<file path="src/rtl/cpu_defs.sv">
// Shared definitions for the ID-stage operand-select logic: mux select codes,
// shadow-slot layout and the slot match helper.
package cpu_defs;

    localparam int unsigned REG_W = 5;
    localparam int unsigned SEL_W = 3;

    localparam logic [SEL_W-1:0] SEL_RF   = 3'd0;
    localparam logic [SEL_W-1:0] SEL_EXA  = 3'd1;
    localparam logic [SEL_W-1:0] SEL_MEMA = 3'd2;
    localparam logic [SEL_W-1:0] SEL_MEML = 3'd3;
    localparam logic [SEL_W-1:0] SEL_WB   = 3'd4;
    localparam logic [SEL_W-1:0] SEL_IMM  = 3'd5;
    localparam logic [SEL_W-1:0] SEL_LINK = 3'd6;
    localparam logic [SEL_W-1:0] SEL_HILO = 3'd7;

    // One in-flight instruction as seen by the forwarding logic.
    typedef struct packed {
        logic             v;
        logic             wreg;
        logic [REG_W-1:0] rd;
        logic             m2reg;
    } slot_t;

    // A slot can forward to src when it carries a live GPR write to that
    // register; $0 never matches.
    function automatic logic slot_match(slot_t s, logic [REG_W-1:0] src);
        return s.v & s.wreg & (s.rd == src) & (src != '0);
    endfunction

endpackage

</file>
<file path="src/rtl/operand_sel_ctrl_if.sv">
// ID-stage bundle between decode and the operand-select scheduler.
interface operand_sel_ctrl_if;
    import cpu_defs::*;

    logic             id_valid;
    logic [REG_W-1:0] id_rs;
    logic [REG_W-1:0] id_rt;
    logic             id_use_rs;
    logic             id_use_rt;
    logic             id_use_imm;
    logic             id_link;
    logic             id_use_hilo;
    logic             id_md_start;
    logic             id_md_div;
    logic             id_wreg;
    logic [REG_W-1:0] id_rd;
    logic             id_m2reg;
    logic [SEL_W-1:0] sel_a;
    logic [SEL_W-1:0] sel_b;
    logic             stall;
    logic             md_busy;

    modport master (
        output id_valid, id_rs, id_rt, id_use_rs, id_use_rt, id_use_imm,
               id_link, id_use_hilo, id_md_start, id_md_div, id_wreg,
               id_rd, id_m2reg,
        input  sel_a, sel_b, stall, md_busy
    );

    modport slave (
        input  id_valid, id_rs, id_rt, id_use_rs, id_use_rt, id_use_imm,
               id_link, id_use_hilo, id_md_start, id_md_div, id_wreg,
               id_rd, id_m2reg,
        output sel_a, sel_b, stall, md_busy
    );

endinterface

</file>
<file path="src/rtl/fwd_resolve.sv">
// Forwarding resolution for one GPR operand against the EX/MEM/WB shadow slots.
module fwd_resolve
    import cpu_defs::*;
(
    input  logic [REG_W-1:0] src,
    input  logic             use_src,
    input  slot_t            ex,
    input  slot_t            mem,
    input  slot_t            wb,
    output logic [SEL_W-1:0] sel,
    output logic             load_use
);

    // WB always forwards its final result; its load flag is irrelevant here.
    logic unused_wb_m2reg;
    assign unused_wb_m2reg = wb.m2reg;

    // Youngest matching producer wins; a load still in EX cannot forward yet.
    always_comb begin
        sel      = SEL_RF;
        load_use = 1'b0;
        if (use_src) begin
            if (slot_match(ex, src)) begin
                if (ex.m2reg) begin
                    load_use = 1'b1;
                end else begin
                    sel = SEL_EXA;
                end
            end else if (slot_match(mem, src)) begin
                sel = mem.m2reg ? SEL_MEML : SEL_MEMA;
            end else if (slot_match(wb, src)) begin
                sel = SEL_WB;
            end
        end
    end

endmodule

</file>
<file path="src/rtl/operand_sel_ctrl.sv">
// ID-stage operand-select scheduler: tracks in-flight destinations and the
// HI/LO busy window, drives the ALU operand mux selects and the stall.
module operand_sel_ctrl
    import cpu_defs::*;
#(
    parameter int unsigned MULT_LAT = 4,
    parameter int unsigned DIV_LAT  = 32,
    parameter int unsigned CNT_W    = 6
) (
    input  logic               clk,
    input  logic               rst,
    operand_sel_ctrl_if.slave  bus
);

    slot_t            ex_q, ex_d;
    slot_t            mem_q, mem_d;
    slot_t            wb_q, wb_d;
    logic [CNT_W-1:0] cnt_q, cnt_d;

    logic [SEL_W-1:0] fwd_sel_a, fwd_sel_b;
    logic             fwd_lu_a, fwd_lu_b;
    logic [SEL_W-1:0] sel_a, sel_b;
    logic             load_use;
    logic             md_busy;
    logic             stall;
    logic             md_accept;

    fwd_resolve u_fwd_a (
        .src      (bus.id_rs),
        .use_src  (bus.id_use_rs),
        .ex       (ex_q),
        .mem      (mem_q),
        .wb       (wb_q),
        .sel      (fwd_sel_a),
        .load_use (fwd_lu_a)
    );

    fwd_resolve u_fwd_b (
        .src      (bus.id_rt),
        .use_src  (bus.id_use_rt),
        .ex       (ex_q),
        .mem      (mem_q),
        .wb       (wb_q),
        .sel      (fwd_sel_b),
        .load_use (fwd_lu_b)
    );

    // Operand selects with overrides; an overridden operand is not read from
    // the GPR path, so its load-use flag is ignored.
    always_comb begin
        sel_a    = SEL_RF;
        sel_b    = SEL_RF;
        load_use = 1'b0;
        if (bus.id_valid) begin
            if (bus.id_link) begin
                sel_a = SEL_LINK;
            end else if (bus.id_use_hilo) begin
                sel_a = SEL_HILO;
            end else begin
                sel_a    = fwd_sel_a;
                load_use = fwd_lu_a;
            end
            if (bus.id_use_imm) begin
                sel_b = SEL_IMM;
            end else begin
                sel_b    = fwd_sel_b;
                load_use = load_use | fwd_lu_b;
            end
        end
    end

    // Stall merge: load-use plus HI/LO read or new mult/div while busy.
    always_comb begin
        md_busy   = (cnt_q != '0);
        stall     = bus.id_valid & (load_use
                                    | (bus.id_use_hilo & md_busy)
                                    | (bus.id_md_start & md_busy));
        md_accept = bus.id_valid & bus.id_md_start & ~stall;
    end

    assign bus.sel_a   = sel_a;
    assign bus.sel_b   = sel_b;
    assign bus.stall   = stall;
    assign bus.md_busy = md_busy;

    // Next shadow-pipeline and busy-counter state.
    always_comb begin
        wb_d        = mem_q;
        mem_d       = ex_q;
        ex_d.v      = bus.id_valid & ~stall;
        ex_d.wreg   = bus.id_wreg;
        ex_d.rd     = bus.id_rd;
        ex_d.m2reg  = bus.id_m2reg;
        cnt_d       = cnt_q;
        if (md_accept) begin
            cnt_d = bus.id_md_div ? CNT_W'(DIV_LAT) : CNT_W'(MULT_LAT);
        end else if (md_busy) begin
            cnt_d = cnt_q - CNT_W'(1);
        end
    end

    // State registers with synchronous reset.
    always_ff @(posedge clk) begin
        if (rst) begin
            ex_q  <= '0;
            mem_q <= '0;
            wb_q  <= '0;
            cnt_q <= '0;
        end else begin
            ex_q  <= ex_d;
            mem_q <= mem_d;
            wb_q  <= wb_d;
            cnt_q <= cnt_d;
        end
    end

endmodule

</file>
<file path="src/flat_wrapper.sv">
// flat-port wrapper written by rule: the top's interface ports become plain ports
module operand_sel_ctrl_flat import cpu_defs::*;
#(
    parameter int unsigned MULT_LAT = 4,
    parameter int unsigned DIV_LAT  = 32,
    parameter int unsigned CNT_W    = 6
)
  (clk, rst, bus_id_valid, bus_id_rs, bus_id_rt, bus_id_use_rs, bus_id_use_rt, bus_id_use_imm, bus_id_link, bus_id_use_hilo, bus_id_md_start, bus_id_md_div, bus_id_wreg, bus_id_rd, bus_id_m2reg, bus_sel_a, bus_sel_b, bus_stall, bus_md_busy);
  operand_sel_ctrl_if bus_i ();
  input  logic clk;
  input  logic rst;
  input wire logic [$bits(bus_i.id_valid)-1:0] bus_id_valid;
  input wire logic [$bits(bus_i.id_rs)-1:0] bus_id_rs;
  input wire logic [$bits(bus_i.id_rt)-1:0] bus_id_rt;
  input wire logic [$bits(bus_i.id_use_rs)-1:0] bus_id_use_rs;
  input wire logic [$bits(bus_i.id_use_rt)-1:0] bus_id_use_rt;
  input wire logic [$bits(bus_i.id_use_imm)-1:0] bus_id_use_imm;
  input wire logic [$bits(bus_i.id_link)-1:0] bus_id_link;
  input wire logic [$bits(bus_i.id_use_hilo)-1:0] bus_id_use_hilo;
  input wire logic [$bits(bus_i.id_md_start)-1:0] bus_id_md_start;
  input wire logic [$bits(bus_i.id_md_div)-1:0] bus_id_md_div;
  input wire logic [$bits(bus_i.id_wreg)-1:0] bus_id_wreg;
  input wire logic [$bits(bus_i.id_rd)-1:0] bus_id_rd;
  input wire logic [$bits(bus_i.id_m2reg)-1:0] bus_id_m2reg;
  output wire logic [$bits(bus_i.sel_a)-1:0] bus_sel_a;
  output wire logic [$bits(bus_i.sel_b)-1:0] bus_sel_b;
  output wire logic [$bits(bus_i.stall)-1:0] bus_stall;
  output wire logic [$bits(bus_i.md_busy)-1:0] bus_md_busy;
  assign bus_i.id_valid = bus_id_valid;
  assign bus_i.id_rs = bus_id_rs;
  assign bus_i.id_rt = bus_id_rt;
  assign bus_i.id_use_rs = bus_id_use_rs;
  assign bus_i.id_use_rt = bus_id_use_rt;
  assign bus_i.id_use_imm = bus_id_use_imm;
  assign bus_i.id_link = bus_id_link;
  assign bus_i.id_use_hilo = bus_id_use_hilo;
  assign bus_i.id_md_start = bus_id_md_start;
  assign bus_i.id_md_div = bus_id_md_div;
  assign bus_i.id_wreg = bus_id_wreg;
  assign bus_i.id_rd = bus_id_rd;
  assign bus_i.id_m2reg = bus_id_m2reg;
  assign bus_sel_a = bus_i.sel_a;
  assign bus_sel_b = bus_i.sel_b;
  assign bus_stall = bus_i.stall;
  assign bus_md_busy = bus_i.md_busy;
  operand_sel_ctrl #(.MULT_LAT(MULT_LAT), .DIV_LAT(DIV_LAT), .CNT_W(CNT_W)) u_core (.clk(clk), .rst(rst), .bus(bus_i));
endmodule
</file>
<file path="config.mk">
export PLATFORM = sky130hd
export DESIGN_NAME = operand_sel_ctrl_flat
export DESIGN_NICKNAME = d
export VERILOG_FILES = /design/src/rtl/cpu_defs.sv /design/src/rtl/operand_sel_ctrl_if.sv /design/src/rtl/fwd_resolve.sv /design/src/rtl/operand_sel_ctrl.sv /design/src/flat_wrapper.sv
export SDC_FILE = /design/constraint.sdc
export NUM_CORES = 1
export LEC_CHECK = 0
export BUFFER_PORTS_ARGS = -buffer_cell sky130_fd_sc_hd__buf_4
export CORE_UTILIZATION = 45
export CTS_CLUSTER_DIAMETER = 80
export DETAILED_ROUTE_END_ITERATION = 12
export PLACE_DENSITY_LB_ADDON = 0.12
export SYNTH_ARGS = -nofsm -noshare
export SYNTH_HDL_FRONTEND = slang
export SYNTH_SLANG_ARGS = --single-unit
</file>
<file path="constraint.sdc">
create_clock -name clk -period 2.2 [get_ports clk]
set_input_delay 0.22 -clock clk [delete_from_list [all_inputs] [get_ports clk]]
set_output_delay 0.22 -clock clk [all_outputs]
set_load 0.01 [all_outputs]
</file>
==> impl_results.md <==
- Share of layout cells above drive strength 1: 0.265
- Max Freq: 465 MHz
- Via-per-instance ratio: 5.23
- Placed instance area: 1860 um^2
- Gate count after technology mapping: 172
- First-pass GRT wire length: 5630 um
- Tot Pwr: 1.59 mW
- Status: finished, final reports clean
- Total CTS buffers: 5
- Number of DRC markers in iteration 0: 60
- Crit share post-route: 0.978
- #FFs+latches synth: 29
- Io pins: 35
- VDD IR max: 0.518 mV
- RePlAce Congestion: 0.907
- Cell internal pwr: 1.05 mW
- Hold Path Class: in2reg
- Utilization after layout: 0.592
- Type of origin of the critical path: register
- Post-layout min period: 2.15 ns
- Max Cap Viol: 0
- PD cells: 803 nW/um^2
- Vias post-DR: 1366
- Crit path max-delay cell type: dfxtp_2
- Crit path kind: reg2out
- Worst-Skew Late Latency: 0.33 ns
- Most frequent cell after synthesis: dfxtp_1
- Diodes inserted: 0
- Cell Count, Final, Fillers Out: 261
- R2R depth: 6
- Antenna-violating nets left: 0
- Vias in the first global route: 1286
- Final net count: 243
- Area occupied by registers: 584 um^2
- Critical Path RT: 1.98 ns
- Largest net degree at the start of global routing: 30
- Post-synth EDFFs: 0
- WP data arrival: 1.93 ns
- Core ar.: 3340 um^2
- Hold-critical path depth: 2
- Synth top area cells: dfxtp_1 (37%), xor2_1 (9.5%), nor2b_1 (9.2%)
- Site Rows: 21
- Slew Limit Fails: 0
- Reg2Reg Launch Point: u_core.ex_q[4]$_SDFF_PP0_
- Initial antenna violation count: 0
- 1st-pass router iterations: 4
- Pleak: 0.808 nW
- Crit. End Element: primary output
- Ys flop type: dfxtp_1
- Post-DP HPWL: 2630 um
- Hold Path Origin: bus_id_rd[0]
- Area of the multi-input gates: 945 um^2
- Sequential power share: 0.419
- Combinational power share: 0.348
- Net Count, Synth: 201
- Layout overhead on the synthesized area: 25.7%
- Setup TNS: 0 ns
- Die boundary width: 61.1 um
- Sw frac: 0.338
- Post-synthesis sequential area ratio: 0.369
- Sw Pwr: 536 uW
- # DRC: 0
- Worst-path fanout max: 3
- Worst-Margin Slew: 0.313 ns
- Height of the die: 61.1 um
- Clock buffer depth: 2
- Slew margin rel.: 0.789
- CP max stage delay: 0.35 ns
- CP cell instances: xor2_1 -> nor4_2 -> nand4_1 -> o32a_4 -> a21boi_2 -> buf_4
- CP delay by family, top: simple AND/OR/NAND/NOR gates
- YS warnings: 0
- Final count of negative-setup-slack endpoints: 0
- Final instance area: 1980 um^2
- Global Route Usage Sum: 0.212
- Syn Area/Cell: 9.14 um^2
- CTS tree: yes
- Htree depth: 2
- Reg-to-reg slack, setup: 0.45 ns
- Wire per inst: 13.2 um
- Fillcell total: 294
- Post-synth ARST share: 0
- GRT overflow: 0
- Overall routed net length: 3440 um
- Clock share of power: 0.234
- WHS Endpoint: u_core.ex_q[1]$_SDFF_PP0_
- Root Buffer: clkbuf_4
- Worst-path clk slew: 0.08 ns
- Reg2reg end: u_core.cnt_q[2]$_SDFFE_PP0P_
- Unrepaired setup endpoints after global routing: true
- Number of buffers inserted by port buffering: 34
- # placed instances: 248
- Starting density of the core: 0.471
- Number of distinct library cells after synthesis: 42
- DIE AREA: 3730 um^2
- Synth area leader: dfxtp_1
- Cts hold-fix bufs: 0
- Commonest cells post-synth: dfxtp_1 (29), nor2b_1 (23), xor2_1 (17), xnor2_1 (16), nand2_1 (12)
- Sink Count: 29
- Final Hold Vio Count: 0
- Buffers & Inverters on Critical Path: 1
- Clock skew: 0.0131 ns
- Yosys top cell area share: 0.369
- Synth Cell Area: 1570 um^2
[placed cells by master (no fill, tap or decap), types with 3 or more instances in the layout]
cell and instances:
nor4_1 5, and3_1 3, dfxtp_2 3, buf_4 39
nor2b_1 23, nor2_1 9, dfxtp_1 26, nor3_1 6
nand4_1 6, inv_1 3, nand3_1 5, nand2_1 12
xor2_1 17, xnor2_1 16, clkbuf_4 5
[worst max-delay path by stage]
stage | startpoint | endpoint | slack (ns) | cells past startpoint
global placement | bus_id_rs[3] | bus_stall | 0.28 | 7
detailed placement | bus_id_rs[3] | bus_stall | 0.26 | 7
global route | u_core.ex_q[1]$_SDFF_PP0_ | bus_stall | -0.13 | 6
CTS | u_core.ex_q[2]$_SDFF_PP0_ | bus_stall | 0.02 | 6
finish | u_core.ex_q[4]$_SDFF_PP0_ | bus_stall | 0.05 | 6
floorplan | u_core.ex_q[4]$_SDFF_PP0_ | bus_stall | 0.43 | 5
[kinds of logic (layout without fill, tap and decap cells)]
| family | count (synthesis) | count (layout) | share of synthesized area |
|---|---|---|---|
| adders and majority gates | 2 | 2 | 0.0159 |
| xor gates and xnor gates | 33 | 33 | 0.184 |
| buffers and inverters | 9 | 52 | 0.0318 |
| and+or+nand+nor | 81 | 81 | 0.296 |
| AOI/OAI and AO/OA | 18 | 18 | 0.103 |
| DFF | 29 | 29 | 0.369 |
[timing repair]
item,4_1_cts,5_1_grt
buffers inserted,3,2
pin swaps,3,8
resized for setup,3,2
setup endpoints to repair,1,4
[metal layers]
metal	GRT usage	vias to the layer above	part of all wire
met5	0	-	0
met3	0.0651	8	0.045
li1	-	682	-
met1	0.270	638	0.49
met4	0.117	0	0.021
met2	0.320	38	0.44
[final cells by class]
class                      count  area share
clock buffer                   7      0.0329
clock inverter                 1     0.00253
inverter                       4     0.00760
multi-input combinational    134       0.478
sequential                    29       0.296
tap                           46      0.0291
timing repair buffer          40       0.154
[sequential cells by signal, indices dropped and copies added (netlist names)]
register      count
u_core.mem_q      8
u_core.wb_q       7
u_core.ex_q       8
u_core.cnt_q      6
[worst reg2reg max path, stage by stage (launching register included)]
cell	delay, ns
dfxtp_2	0.35
xor2_1	0.16
nor4_2	0.32
nand4_1	0.18
o32a_4	0.34
buf_4	0.15
a21o_1	0.16
[stage by stage]
step	worst slack [ns]	hold slack, ns
global route	-0.128	0.0846
finish	0.0493	0.0996
global placement	0.281	0.431
CTS	0.0191	0.0791
floorplan	0.433	0.330
detailed placement	0.262	0.435
[power by group through the flow]
stage          clock network (mW)  registers [mW]  logic, mW
6_report                    0.371           0.664      0.551
5_1_grt                     0.404           0.673      0.616
2_1_floorplan                   0           0.657      0.409
3_3_place_gp                    0           0.670      0.531
4_1_cts                     0.383           0.662      0.546
3_5_place_dp                    0           0.673      0.535
Note: power is estimated with default switching activity, not from simulation.
